File: src/rtl/bmem_arb_pkg.sv
// bmem_arb_pkg: shared constants and types for the banked-memory port arbiter
package bmem_arb_pkg;
    localparam int BURST_LEN = 4;
    localparam int LINE_AW = 32;
    localparam int OWNER_W = 4;
    localparam int BEATS_W = 8;
    typedef enum logic [0:0] {
        IDLE   = 1'b0,
        WBURST = 1'b1
    } arb_state_t;
    typedef struct packed {
        logic               valid;
        logic [LINE_AW-1:0] addr;
        logic [OWNER_W-1:0] owner;
        logic [BEATS_W-1:0] beats;
    } rtable_entry_t;
    function automatic logic [BEATS_W-1:0] last_beat(input int len);
        return BEATS_W'(len - 1);
    endfunction
endpackage

File: src/rtl/bmem_arb_rtable.sv
// bmem_arb_rtable: outstanding-read table mapping in-flight line addresses to their requester
module bmem_arb_rtable
    import bmem_arb_pkg::*;
#(
    parameter int NUM_REQ     = 2,
    parameter int OUTSTANDING = 4,
    parameter int BURST_LEN   = bmem_arb_pkg::BURST_LEN
) (
    input  logic                            clk,
    input  logic                            rst,
    input  logic [NUM_REQ-1:0][LINE_AW-1:0] i_query_addr,
    output logic [NUM_REQ-1:0]              o_dup_hit,
    output logic                            o_full,
    input  logic                            i_alloc,
    input  logic [LINE_AW-1:0]              i_alloc_addr,
    input  logic [OWNER_W-1:0]              i_alloc_owner,
    input  logic                            i_rvalid,
    input  logic [LINE_AW-1:0]              i_raddr,
    output logic                            o_hit,
    output logic [OWNER_W-1:0]              o_hit_owner
);
    localparam int IDX_W = OUTSTANDING > 1 ? $clog2(OUTSTANDING) : 1;

    rtable_entry_t          r_tab [OUTSTANDING];
    logic [OUTSTANDING-1:0] w_free;
    logic [OUTSTANDING-1:0] w_hit;
    logic [IDX_W-1:0]       w_alloc_idx;
    logic [IDX_W-1:0]       w_hit_idx;

    // Scan downwards so the lowest free slot and the matching slot win
    always_comb begin
        w_alloc_idx = '0;
        w_hit_idx = '0;
        for (int k = OUTSTANDING - 1; k >= 0; k--) begin
            w_free[k] = !r_tab[k].valid;
            w_hit[k] = r_tab[k].valid && r_tab[k].addr == i_raddr;
            if (w_free[k]) w_alloc_idx = IDX_W'(k);
            if (w_hit[k]) w_hit_idx = IDX_W'(k);
        end
    end

    // A requester's read is blocked while any live entry already tracks its line
    always_comb begin
        o_dup_hit = '0;
        for (int q = 0; q < NUM_REQ; q++)
            for (int k = 0; k < OUTSTANDING; k++)
                if (r_tab[k].valid && r_tab[k].addr == i_query_addr[q]) o_dup_hit[q] = 1'b1;
    end

    assign o_full = ~|w_free;
    assign o_hit = i_rvalid && |w_hit;
    assign o_hit_owner = r_tab[w_hit_idx].owner;

    // Allocate on a read grant; count returning beats and free the entry after the last one
    always_ff @(posedge clk or posedge rst) begin
        if (rst) begin
            for (int k = 0; k < OUTSTANDING; k++) r_tab[k] <= '0;
        end else begin
            if (i_alloc) r_tab[w_alloc_idx] <= '{valid: 1'b1, addr: i_alloc_addr, owner: i_alloc_owner, beats: BEATS_W'(0)};
            if (o_hit) begin
                if (r_tab[w_hit_idx].beats == last_beat(BURST_LEN)) r_tab[w_hit_idx].valid <= 1'b0;
                else r_tab[w_hit_idx].beats <= r_tab[w_hit_idx].beats + 1'b1;
            end
        end
    end
endmodule

File: src/rtl/bmem_arbiter.sv
// bmem_arbiter: round-robin sharing of the bmem line port with write-burst locking and read steering
module bmem_arbiter
    import bmem_arb_pkg::*;
#(
    parameter int NUM_REQ     = 2,
    parameter int OUTSTANDING = 4,
    parameter int BURST_LEN   = bmem_arb_pkg::BURST_LEN
) (
    input  logic                     clk,
    input  logic                     rst,
    input  logic [NUM_REQ-1:0][31:0] req_addr,
    input  logic [NUM_REQ-1:0]       req_read,
    input  logic [NUM_REQ-1:0]       req_write,
    input  logic [NUM_REQ-1:0][63:0] req_wdata,
    output logic [NUM_REQ-1:0]       req_ready,
    output logic [NUM_REQ-1:0][31:0] resp_raddr,
    output logic [NUM_REQ-1:0][63:0] resp_rdata,
    output logic [NUM_REQ-1:0]       resp_rvalid,
    output logic [31:0]              bmem_addr,
    output logic                     bmem_read,
    output logic                     bmem_write,
    output logic [63:0]              bmem_wdata,
    input  logic                     bmem_ready,
    input  logic [31:0]              bmem_raddr,
    input  logic [63:0]              bmem_rdata,
    input  logic                     bmem_rvalid,
    output logic                     err
);
    localparam int PTR_W = NUM_REQ > 1 ? $clog2(NUM_REQ) : 1;

    arb_state_t         r_state;
    logic [PTR_W-1:0]   r_ptr;
    logic [PTR_W-1:0]   r_owner;
    logic [BEATS_W-1:0] r_beat_cnt;
    logic               r_err;
    logic [NUM_REQ-1:0] w_dup;
    logic [NUM_REQ-1:0] w_elig;
    logic               w_full;
    logic               w_found;
    logic [PTR_W-1:0]   w_idx;
    logic [PTR_W-1:0]   w_win;
    logic [PTR_W-1:0]   w_sel;
    logic               w_grant;
    logic               w_wr_grant;
    logic               w_rd_grant;
    logic               w_accept;
    logic               w_hit;
    logic [OWNER_W-1:0] w_hit_owner;
    logic [PTR_W-1:0]   w_hit_sel;

    bmem_arb_rtable #(
        .NUM_REQ    (NUM_REQ),
        .OUTSTANDING(OUTSTANDING),
        .BURST_LEN  (BURST_LEN)
    ) u_rtable (
        .clk          (clk),
        .rst          (rst),
        .i_query_addr (req_addr),
        .o_dup_hit    (w_dup),
        .o_full       (w_full),
        .i_alloc      (w_rd_grant),
        .i_alloc_addr (req_addr[w_win]),
        .i_alloc_owner(OWNER_W'(w_win)),
        .i_rvalid     (bmem_rvalid),
        .i_raddr      (bmem_raddr),
        .o_hit        (w_hit),
        .o_hit_owner  (w_hit_owner)
    );

    // Writes are always eligible; reads need a free slot and no in-flight copy of the line
    assign w_elig = req_write | (req_read & ~w_dup & {NUM_REQ{!w_full}});

    // Walk from the far end back to rr_ptr so the first eligible requester at or after it wins
    always_comb begin
        w_found = 1'b0;
        w_win = '0;
        w_idx = '0;
        for (int i = NUM_REQ - 1; i >= 0; i--) begin
            w_idx = PTR_W'((int'(r_ptr) + i) % NUM_REQ);
            if (w_elig[w_idx]) begin
                w_found = 1'b1;
                w_win = w_idx;
            end
        end
    end

    // Grants are held off during reset so the port goes quiet immediately
    assign w_grant = !rst && r_state == IDLE && w_found && bmem_ready;
    assign w_wr_grant = w_grant && req_write[w_win];
    assign w_rd_grant = w_grant && !req_write[w_win];
    assign w_sel = r_state == WBURST ? r_owner : (w_grant ? w_win : PTR_W'(0));
    assign w_accept = r_state == WBURST ? bmem_ready : w_grant;
    assign bmem_addr = req_addr[w_sel];
    assign bmem_wdata = req_wdata[w_sel];
    assign bmem_read = w_rd_grant;
    assign bmem_write = r_state == WBURST || w_wr_grant;
    assign req_ready = w_accept ? NUM_REQ'(1) << w_sel : '0;
    assign w_hit_sel = PTR_W'(w_hit_owner);
    assign err = r_err;

    // Burst FSM and round-robin pointer; the pointer only moves on an IDLE grant
    always_ff @(posedge clk or posedge rst) begin
        if (rst) begin
            r_state <= IDLE;
            r_ptr <= '0;
            r_owner <= '0;
            r_beat_cnt <= '0;
        end else if (r_state == IDLE) begin
            if (w_grant) r_ptr <= w_win == PTR_W'(NUM_REQ - 1) ? PTR_W'(0) : w_win + 1'b1;
            if (w_wr_grant) begin
                r_state <= WBURST;
                r_owner <= w_win;
                r_beat_cnt <= BEATS_W'(1);
            end
        end else if (bmem_ready) begin
            r_state <= r_beat_cnt == last_beat(BURST_LEN) ? IDLE : WBURST;
            r_beat_cnt <= r_beat_cnt == last_beat(BURST_LEN) ? BEATS_W'(0) : r_beat_cnt + 1'b1;
        end
    end

    // Sticky error on a response with no table entry or a write request dropped mid-burst
    always_ff @(posedge clk or posedge rst) begin
        if (rst) r_err <= 1'b0;
        else if ((bmem_rvalid && !w_hit) || (r_state == WBURST && !req_write[r_owner])) r_err <= 1'b1;
    end

    // Register each hit beat toward its owner one cycle after memory presents it
    always_ff @(posedge clk or posedge rst) begin
        if (rst) begin
            resp_rvalid <= '0;
            resp_raddr <= '0;
            resp_rdata <= '0;
        end else begin
            resp_rvalid <= w_hit ? NUM_REQ'(1) << w_hit_sel : '0;
            if (w_hit) begin
                resp_raddr[w_hit_sel] <= bmem_raddr;
                resp_rdata[w_hit_sel] <= bmem_rdata;
            end
        end
    end
endmodule

File: config.mk
export PLATFORM = sky130hd
export DESIGN_NAME = bmem_arbiter
export DESIGN_NICKNAME = d
export VERILOG_FILES = /design/src/rtl/bmem_arb_pkg.sv /design/src/rtl/bmem_arb_rtable.sv /design/src/rtl/bmem_arbiter.sv
export SDC_FILE = /design/constraint.sdc
export NUM_CORES = 1
export LEC_CHECK = 0
export BUFFER_PORTS_ARGS = -buffer_cell sky130_fd_sc_hd__buf_2
export CAP_MARGIN = 15
export CORE_AREA = 2 2 231 233
export CTS_BUF_LIST = sky130_fd_sc_hd__clkbuf_8
export DETAILED_ROUTE_END_ITERATION = 8
export DIE_AREA = 0 0 233 235
export SKIP_LAST_GASP = 1
export SLEW_MARGIN = 5
export SYNTH_ARGS = -nofsm -noshare
export SYNTH_HDL_FRONTEND = slang
export SYNTH_SLANG_ARGS = --single-unit
File: constraint.sdc
create_clock -name clk -period 15.55 [get_ports clk]
set_input_delay 3.11 -clock clk [delete_from_list [all_inputs] [get_ports clk]]
set_output_delay 3.11 -clock clk [all_outputs]
set_load 0.02 [all_outputs]
== After elaboration in Yosys (flattened, before gate mapping) ==
Index checks and enable logic that the tools add are counted.
Widths: inputs -> output; s select.
Word-level totals
  bits in registers: 386
  input port bits: 296
  output and inout port bits: 295
  word-level logic and storage cells: 173
Operators by class
  add/sub/neg operators: 4
  $lt $le $gt $ge: 11
  eq/ne operators: 15
  shift operators: 2
  muxes and demuxes: 69
  bitwise gates (word level): 7
  reduce and logical (&&, ||, !) cells: 39
Operators with widths (count)
  $bwmux 180: 3
  $mux 180: 3
  $eq 32x32->1: 12
  $demux 45 s2: 3
  $mux 64: 3
  $mux 32: 5
  $bwmux 128: 1
  $bmux 45 s2: 1
  $mux 45: 2
  $bwmux 64: 1
  $demux 64 s1: 1
  $mux 8: 5
  $demux 32 s1: 1
  $mux 1: 28
  $logic_and 1x1->1: 23
  $mux 2: 10
  $mux 9: 2
  $add 8x1->8 const B: 2
  $eq 8x2->1 const B: 2
  $lt 1x2->1 const B: 6
  $logic_not 1->1: 8
  $reduce_or 4->1: 2
  $ge 3x3->1 const B: 2
  $lt 3x1->1 const B: 2
  12 further kinds: 19

== Logic depth before layout (Yosys ltp) ==
Gate-level depths: netlist of the first run.
  word-level depth: 22
  depth in mapped cells: 16
  depth with buffers taken out: 13

== Cells and area by module ==
Synthesis of the first run repeated with hierarchy kept, for this count alone.
Second synthesis, totals
  cell total of the unflattened synthesis: 2095
  area total of the unflattened synthesis: 21459.3 um2
By module, submodules not included
  bmem_arb_rtable: instances 1, cells an instance 1246, area each 11901.4 um2, sequential area each 4504.3 um2
  bmem_arbiter: instances 1, cells an instance 849, area each 9557.9 um2, sequential area each 5154.9 um2

== Least setup slack after synthesis of the first run ==
Ideal clock, no wire load.
  kind: input to output
  start: input req_addr[18] in the netlist's numbering
  end: output bmem_wdata[45]
  arrival time: 5.989 ns
  data required time: 12.440 ns
  slack: 6.451 ns
  stages on the path: 13
  path buffers: 3
  path through: clkbuf_1 > xnor2_1 > nand4_1 > nor4_1 > nand4_1 > nor4_1 > nor4_1 > or2_2 > nor2b_1 > o21ai_1 > buf_2 > buf_2 > mux2_2
Between the ends
  cells in the longest elaborated chain, start to end: 20
  elaborated cells on any way between the ends: 30
  those cells by class: eq/ne: 4; mux: 16; bitwise: 4; reduce/logical: 6
Ends and longest elaborated chain
  start, declared: RTL line bmem_arbiter.sv:11  | input logic [NUM_REQ-1:0][31:0] req_addr,
  $eq 32x32->1: RTL line bmem_arb_rtable.sv:47  | if (r_tab[k].valid && r_tab[k].addr == i_query_addr[q]) o_dup_hit[q] = 1'b1;
  $logic_and 1x1->1: RTL line bmem_arb_rtable.sv:47
  $mux 1 (3 in series): RTL line bmem_arb_rtable.sv:47
  $mux 1 (*): RTL line bmem_arb_rtable.sv:47
  $not 2->2 (*): RTL line bmem_arbiter.sv:71  | assign w_elig = req_write | (req_read & ~w_dup & {NUM_REQ{!w_full}});
  $and 2x2->2 (*) (2 in series): RTL line bmem_arbiter.sv:71
  $or 2x2->2 (*): RTL line bmem_arbiter.sv:71
  $mux 1 (not written as such) (2 in series): RTL line bmem_arbiter.sv:80  | if (w_elig[w_idx]) begin
  $mux 1 (2 in series): RTL line bmem_arbiter.sv:80
  $logic_and 1x1->1 (2 in series): RTL line bmem_arbiter.sv:88  | assign w_grant = !rst && r_state == IDLE && w_found && bmem_ready;
  $mux 1 (*) (2 in series): RTL line bmem_arbiter.sv:91  | assign w_sel = r_state == WBURST ? r_owner : (w_grant ? w_win : PTR_W'(0));
  $mux 64 (not written as such) (*) (2 in series): RTL line bmem_arbiter.sv:94  | assign bmem_wdata = req_wdata[w_sel];
  end, declared: RTL line bmem_arbiter.sv:22  | output logic [63:0] bmem_wdata,
Mark *: on every way between the ends. The rest lies on a longest branch, timed or not. The select of a mux whose other input is x is not followed.

== Final worst setup path of the first run ==
  start: input req_addr[5] in the netlist's numbering
  end: output bmem_addr[19]
Between the ends
  cells in the longest elaborated chain, start to end: 20
  elaborated cells on any way between the ends: 30
  those cells by class: eq/ne: 4; mux: 16; bitwise: 4; reduce/logical: 6
Ends and longest elaborated chain
  $eq 32x32->1: RTL line bmem_arb_rtable.sv:47
  $logic_and 1x1->1: RTL line bmem_arb_rtable.sv:47
  $mux 1 (3 in series): RTL line bmem_arb_rtable.sv:47
  $mux 1 (*): RTL line bmem_arb_rtable.sv:47
  $not 2->2 (*): RTL line bmem_arbiter.sv:71
  $and 2x2->2 (*) (2 in series): RTL line bmem_arbiter.sv:71
  $or 2x2->2 (*): RTL line bmem_arbiter.sv:71
  $mux 1 (not written as such) (2 in series): RTL line bmem_arbiter.sv:80
  $mux 1 (2 in series): RTL line bmem_arbiter.sv:80
  $logic_and 1x1->1 (2 in series): RTL line bmem_arbiter.sv:88
  $mux 1 (*) (2 in series): RTL line bmem_arbiter.sv:91
  $mux 32 (not written as such) (*) (2 in series): RTL line bmem_arbiter.sv:93  | assign bmem_addr = req_addr[w_sel];
  end, declared: RTL line bmem_arbiter.sv:19  | output logic [31:0] bmem_addr,
Marks and branches as above.

==> results of run 1 <==
## through the flow
step,hold slack [ns],setup slack [ns]
after detailed placement,0.477,4.35
final,0.479,4.37
after global routing,0.509,4.41
after global placement,0.480,4.56
after floorplan,0.450,2.05
after CTS,0.490,4.32
## final cells by class
cell class | instances | area share (%)
Antenna cell | 4 | 0.0390
Clock buffer | 75 | 4.02
Clock inverter | 35 | 0.800
Inverter | 22 | 0.351
Multi-Input combinational cell | 1380 | 42.7
Sequential cell | 374 | 36.5
Tap cell | 688 | 3.35
Timing Repair Buffer | 609 | 12.2
## where the power goes
group | internal, W | leakage (nW) | total, W | switching, W
Sequential | 0.00111 | 5.06 | 0.00143 | 0.000326
Clock | 0.000461 | 0.725 | 0.000887 | 0.000426
Combinational | 0.000512 | 6.76 | 0.00136 | 0.000843
## cell usage in the layout (no fill, tap or decap), drive strengths merged, types with 3 or more instances in the layout
master	n
buf	609
dfrtp	374
mux2	288
xor2	199
xnor2	192
nand2	105
nor2	90
o21ai	89
nor4	82
a21oi	76
clkbuf	75
mux2i	68
nand4	63
inv	52
nand3	20
nor3	13
nand2b	9
or3	8
nand4b	6
a31oi	6
nor2b	6
and2	5
diode	4
nand3b	4
o22ai	4
nor3b	4
o2bb2ai	4
nor4b	4
or2	4
o21bai	4
clkinv	3
a211oi	3
a21boi	3
## metal layers
metal | share of wire [%] | wire length (um) | global-route usage (%) | vias up
met1 | 42 | 38700 | 44.6 | 8855
met5 | 0.048 | 44 | 0 | -
met4 | 3.4 | 3120 | 11.3 | 6
met3 | 8.0 | 7310 | 6.59 | 175
li1 | - | - | - | 7752
met2 | 46 | 42600 | 52.9 | 846
## cells in the mapped netlist (all sizes together), types with 63 or more instances
library cell | instances | area share, %
dfrtp | 374 | 44
mux2 | 288 | 16
xor2 | 199 | 8.3
xnor2 | 192 | 8.0
clkbuf | 125 | 2.2
nand2 | 105 | 1.9
nor2 | 90 | 1.6
o21ai | 89 | 2.1
nor4 | 82 | 2.5
a21oi | 76 | 1.8
mux2i | 68 | 3.2
nand4 | 63 | 1.9
## cell families after synthesis
kind of cell,Yosys count,share of synthesized area (%)
AOI/OAI and AO/OA,201,5.28
and+or+nand+nor,430,10.7
DFF,374,44.3
muxes,356,19.3
buffers and inverters,194,3.99
adders and majority gates,2,0.119
xor gates and xnor gates,391,16.2
## path summary, 6_finish.rpt
check	slack (ns)	from	endpoint
min reg2reg	0.48	err	err
min	0.48	err	err
max	4.37	req_addr[5]	bmem_addr[19]
max in group asynchronous	10.46	rst	resp_raddr[46]
max reg2reg	9.79	u_rtable.r_tab[75]	resp_raddr[48]
min in group asynchronous	2.63	rst	resp_rdata[115]
## registers in the layout (all words and copies together), names as in the netlist, 2 cells and up
name,cells
r_beat_cnt,8
resp_raddr,64
resp_rvalid,2
u_rtable.r_tab,168
resp_rdata,128
## critical path, delay by kind of cell
| family | cells | cell delay, ns |
|---|---|---|
| buffers and inverters | 4 | 1.24 |
| muxes | 1 | 0.43 |
| AOI/OAI and AO/OA | 1 | 0.56 |
| and+or+nand+nor | 7 | 2.09 |
| xor gates and xnor gates | 1 | 0.55 |
==> impl_metrics.py, run 1 <==
metrics = {
    "outcome": {
        "run_status": "finished clean",
    },
    "sta": {
        "setup_viol_count_final": 0,
        "period_share_pct": 71.9,
        "timing_worst_slew_pin_value_ns": 1.22,
        "relative_slew_slack_pct": 18.3,
        "max_freq_mhz": 89.4,
        "layout_min_cycle_time_ns": 11.18,
        "clock_skew_ns": 0.0374,
        "finalMaxSlewViolations": 0,
        "final_hold_viol_count": 0,
        "unrepaired_setup_endpoints_after_global_routing": "false",
        "finalSetupTns_ns": 0,
    },
    "critical_path": {
        "critPathMostFrequentCell": "sky130_fd_sc_hd__nor4_1",
        "critPathKind": "in -> out",
        "critical-path-max-stage-delay_ns": 0.67,
        "crit_path_cell_trace": "buf_2 > xnor2_1 > nand4_1 > nor4_1 > nand4_1 > nor4_1 > nor4_1 > or2_2 > nor2b_1 > o21ai_4 > buf_16 > buf_4 > mux2_2 > buf_2",
        "cp_max_fo": 68,
        "timing.reg2reg.worst_path_depth": 11,
        "slowest_stage": "sky130_fd_sc_hd__buf_4",
        "endpoint_kind": "output port",
        "worstPathRequired_ns": 12.44,
        "timing.critical_path.arrival_ns": 8.07,
        "worst_setup_path_start_kind": "input pin",
    },
    "pwr": {
        "leakage_nw": 12.5,
        "ir_worst_vdd_v": 0.0000706,
        "fin_total_pwr_w": 0.00367,
        "cellPowerDensity_nw_per_um2": 143,
    },
    "clock_tree": {
        "cts_tree": "built",
        "post-cts-setup-buffer-count": 0,
        "cts.clk_slew.worst_paths_ns": 0.06,
        "cts-root-to-sink-buffers": 3,
        "cts_buffers": 67,
        "cts_hold_repair.buffers": 0,
        "worst_skew_pair.late_latency_ns": 0.66,
        "htreeDepth": 3,
        "clock_tree.root_cell": "sky130_fd_sc_hd__clkbuf_8",
        "clkSinkCount": 374,
        "cts_resized": 0,
    },
    "detailed_routing": {
        "vias_per_cell": 5.53,
        "drt_pre_antenna_iters": 5,
        "detail_route.iter0.violations": 1507,
        "routed-via-count": 17634,
        "ant_nets": 0,
        "route.detailed.drc": 0,
        "wl_per_cell_um": 28.8,
        "postRouteWirelength_um": 91700,
    },
    "synth": {
        "netlist_instances": 1948,
        "count_of_flip_flops_with_a_built_in_enable_after_synthesis": 0,
        "synth.net_count": 2246,
        "synth_async_sr_flop_share_pct": 100,
        "yosysWarningCount": 0,
        "most_instantiated_flip_flop_cell_in_the_synthesis_netlist": "sky130_fd_sc_hd__dfrtp_1",
        "synthDistinctLibCells": 62,
        "postSynthRegisterBits": 374,
        "syn_area_sq_um": 21100,
        "sequential_area_share_after_synthesis_pct": 44.3,
        "synth.avg_cell_area_sq_um": 10.8,
    },
    "grt": {
        "grt_start_max_net_pins": 185,
        "grt_pass1_wl_um": 128000,
        "grt_antenna_before_repair": 16,
        "overflow": 0,
        "first_global_vias": 17598,
        "grtUsageTotal_pct": 33.0,
    },
    "floorplan": {
        "placeable_core_area_sq_um": 52200,
        "dieWidth_um": 233,
        "boundaryPins": 591,
        "floorplan.die_area_sq_um": 54800,
        "rows": 84,
        "starting_utilization_of_the_core_area_pct": 40.4,
        "die_height_um": 235,
    },
    "final_layout": {
        "finish.utilization_pct": 49.1,
        "area_occupied_by_multi_input_gates_sq_um": 11000,
        "layout.cells.non_filler": 3187,
        "stdcell_area_sq_um": 25700,
        "area_delta_synth_final_pct": 21.6,
        "regArea_sq_um": 9360,
        "design.final.nets": 2752,
        "ratio_of_cells_with_drive_above_1_in_the_final_layout_pct": 40.3,
        "fillers": 4911,
    },
    "place": {
        "post-place-cells": 3071,
        "detailed_place.area_sq_um": 24400,
        "place.gp.congestion": 1.07,
        "post-dp-hpwl_um": 73100,
        "place.port_buffers": 590,
    },
    "worst_hold_path": {
        "hold_path.class": "reg -> reg",
        "min_path_cells": 2,
    },
    "run": {
        "maxCapViolations": 0,
    },
}
No activity file was read; power rests on OpenSTA's default activity.
==> run 2: changes to the inputs <==
--- a/config.mk
+++ b/config.mk
@@ -7,10 +7,11 @@
 export LEC_CHECK = 0
 export BUFFER_PORTS_ARGS = -buffer_cell sky130_fd_sc_hd__buf_2
 export CAP_MARGIN = 15
-export CORE_AREA = 2 2 231 233
+export CORE_AREA = 2 2 230 232
 export CTS_BUF_LIST = sky130_fd_sc_hd__clkbuf_8
 export DETAILED_ROUTE_END_ITERATION = 8
-export DIE_AREA = 0 0 233 235
+export DIE_AREA = 0 0 232 234
+export PLACE_DENSITY = 0.67
 export SKIP_LAST_GASP = 1
 export SLEW_MARGIN = 5
 export SYNTH_ARGS = -nofsm -noshare
==> constraint.sdc (replaced) <==
create_clock -name clk -period 10.2 [get_ports clk]
set_input_delay 2.04 -clock clk [delete_from_list [all_inputs] [get_ports clk]]
set_output_delay 2.04 -clock clk [all_outputs]
set_load 0.02 [all_outputs]
==> run 2 against run 1 <==
Against the previous run:
- critical path depth is 1 lower
- sequential share of layout area down 0.15 points
- clock skew rose by 0.021 ns
- clock power is 61% higher
- flip-flop and latch count stayed put
- cell area grew 0.42%
- critical path type unchanged
- critical endpoint is now bmem_addr[22]
- largest power group unchanged
==> impl_metrics.py, run 2 (same netlist as run 1, synthesis figures left out) <==
metrics = {
    "clock_tree": {
        "worst_skew_pair.late_latency_ns": 0.68,
        "cts-root-to-sink-buffers": 3,
        "clock_tree.root_cell": "sky130_fd_sc_hd__clkbuf_8",
        "post-cts-setup-buffer-count": 0,
        "cts_buffers": 68,
        "cts.clk_slew.worst_paths_ns": 0.05,
        "htreeDepth": 3,
        "cts_resized": 0,
        "clkSinkCount": 374,
        "cts_tree": "built",
        "cts_hold_repair.buffers": 0,
    },
    "detailed_routing": {
        "route.detailed.drc": 0,
        "vias_per_cell": 5.55,
        "drt_pre_antenna_iters": 5,
        "ant_nets": 0,
        "wl_per_cell_um": 28.1,
        "detail_route.iter0.violations": 1724,
        "postRouteWirelength_um": 90000,
        "routed-via-count": 17740,
    },
    "run": {
        "maxCapViolations": 0,
    },
    "critical_path": {
        "timing.reg2reg.worst_path_depth": 10,
        "critPathKind": "in -> out",
        "timing.critical_path.arrival_ns": 6.18,
        "worstPathRequired_ns": 8.16,
        "cp_max_fo": 47,
        "rrSetupSlack_ns": 4.78,
        "endpoint_kind": "output port",
        "worstSetupStartpoint": "req_addr[22]",
        "rr_startpoint": "u_rtable.r_tab[88]",
        "worst_setup_path_start_kind": "input pin",
        "worst_setup_path_endpoint": "bmem_addr[22]",
        "crit-reg2reg-capture": "resp_rdata[88]",
    },
    "sta": {
        "layout_min_cycle_time_ns": 8.22,
        "clock_skew_ns": 0.0586,
        "max_freq_mhz": 122,
        "relative_slew_slack_pct": 22.8,
        "unrepaired_setup_endpoints_after_global_routing": "false",
        "timing_worst_slew_pin_value_ns": 1.16,
        "setup_viol_count_final": 0,
        "finalSetupTns_ns": 0,
        "final_hold_viol_count": 0,
        "final.hold.worst_slack_ns": 0.476,
        "period_share_pct": 80.6,
        "finalMaxSlewViolations": 0,
    },
    "grt": {
        "first_global_vias": 17432,
        "grt_start_max_net_pins": 178,
        "grt_antenna_before_repair": 12,
        "grtUsageTotal_pct": 32.3,
        "grt_pass1_wl_um": 125000,
        "overflow": 0,
    },
    "pwr": {
        "pwr-share-clk_pct": 25.3,
        "fin_total_pwr_w": 0.00563,
        "netSwitchingFraction_pct": 42.8,
        "switch_pwr_w": 0.00241,
        "combinational_share_of_power_pct": 35.9,
        "ir_worst_vdd_v": 0.000123,
        "pwr-share-seq_pct": 38.8,
        "internal_power_w": 0.00322,
        "cellPowerDensity_nw_per_um2": 219,
        "leakage_nw": 12.6,
    },
    "worst_hold_path": {
        "hold_path.class": "reg -> reg",
    },
    "place": {
        "place.port_buffers": 590,
        "post-place-cells": 3073,
        "detailed_place.area_sq_um": 24400,
        "place.gp.congestion": 1.05,
        "post-dp-hpwl_um": 70400,
    },
    "floorplan": {
        "boundaryPins": 591,
        "rows": 84,
        "die_height_um": 234,
        "dieWidth_um": 232,
        "starting_utilization_of_the_core_area_pct": 40.6,
        "floorplan.die_area_sq_um": 54300,
        "placeable_core_area_sq_um": 52000,
    },
    "final_layout": {
        "fillers": 4769,
        "area_occupied_by_multi_input_gates_sq_um": 11000,
        "final_common_cell": "sky130_fd_sc_hd__buf_2",
        "area_delta_synth_final_pct": 22.1,
        "ratio_of_cells_with_drive_above_1_in_the_final_layout_pct": 40.7,
        "layout.cells.non_filler": 3198,
        "largest-register": "u_rtable.r_tab",
        "stdcell_area_sq_um": 25800,
        "max_reg_flops": 168,
        "design.final.nets": 2753,
        "mostFrequentLayoutCells": "590 x sky130_fd_sc_hd__buf_2, 374 x sky130_fd_sc_hd__dfrtp_1, 248 x sky130_fd_sc_hd__mux2_2",
        "regArea_sq_um": 9360,
        "reg.largest.list": "u_rtable.r_tab (168), resp_rdata (128), resp_raddr (64)",
    },
    "outcome": {
        "run_status": "finished clean",
    },
}
## run 2: changes by cell type in the layout (fill, tap and decap cells not counted), sizes merged
cell / before / now
clkbuf: 75 / 82
diode: 4 / 10
inv: 52 / 44
clkinvlp: 1 / 3
clkinv: 3 / 7
## run 2: metal layers
layer	vias up	global-route usage, %	wire length (um)
li1	7762	-	-
met1	8924	42.7	37000
met2	901	51.7	42500
met3	151	6.72	7450
met4	2	13.1	2980
met5	-	0	12
## run 2: worst max-delay path, cell delays in order
cell	delay, ns
sky130_fd_sc_hd__buf_2	0.15
sky130_fd_sc_hd__xnor2_1	0.44
sky130_fd_sc_hd__nand4_1	0.28
sky130_fd_sc_hd__nor4_1	0.37
sky130_fd_sc_hd__nand4_1	0.13
sky130_fd_sc_hd__nor4_1	0.36
sky130_fd_sc_hd__nor4_1	0.17
sky130_fd_sc_hd__or2_2	0.33
sky130_fd_sc_hd__nor2b_1	0.18
sky130_fd_sc_hd__o21ai_4	0.78
sky130_fd_sc_hd__buf_12	0.33
sky130_fd_sc_hd__mux2_2	0.37
sky130_fd_sc_hd__buf_2	0.16
## run 2: cell type report
type | instances | share of cell area, %
Antenna cell | 10 | 0.0971
Clock buffer | 82 | 4.38
Sequential cell | 374 | 36.3
Tap cell | 688 | 3.34
Multi-Input combinational cell | 1380 | 42.5
Clock inverter | 33 | 0.782
Inverter | 22 | 0.335
Timing Repair Buffer | 609 | 12.2
## run 2: per-stage QoR
step / setup slack [ns] / util, %
after floorplan: 3.14 / -
after global placement: 2.10 / 46.9
after detailed placement: 2.02 / 46.9
after CTS: 2.02 / 49.5
after global routing: 1.83 / 49.5
final: 1.98 / 49.5
## run 2: worst min-delay path by stage
stage	end	from	cells past startpoint	slack [ns]
2_1_floorplan	u_rtable.r_tab[8]	u_rtable.r_tab[8]	2	0.45
3_3_place_gp	u_rtable.r_tab[8]	u_rtable.r_tab[8]	2	0.47
3_5_place_dp	err	err	2	0.47
4_1_cts	err	err	2	0.48
5_1_grt	resp_rdata[44]	resp_rdata[44]	1	0.51
6_report	err	err	2	0.48
## run 2: power groups by stage
stage | Combinational (W) | Sequential, W | Clock [W]
after detailed placement | 0.00198 | 0.00218 | 0
after global placement | 0.00198 | 0.00218 | 0
after floorplan | 0.00129 | 0.00196 | 0
after global routing | 0.00213 | 0.00219 | 0.00152
final | 0.00202 | 0.00219 | 0.00143
after CTS | 0.00199 | 0.00216 | 0.00146
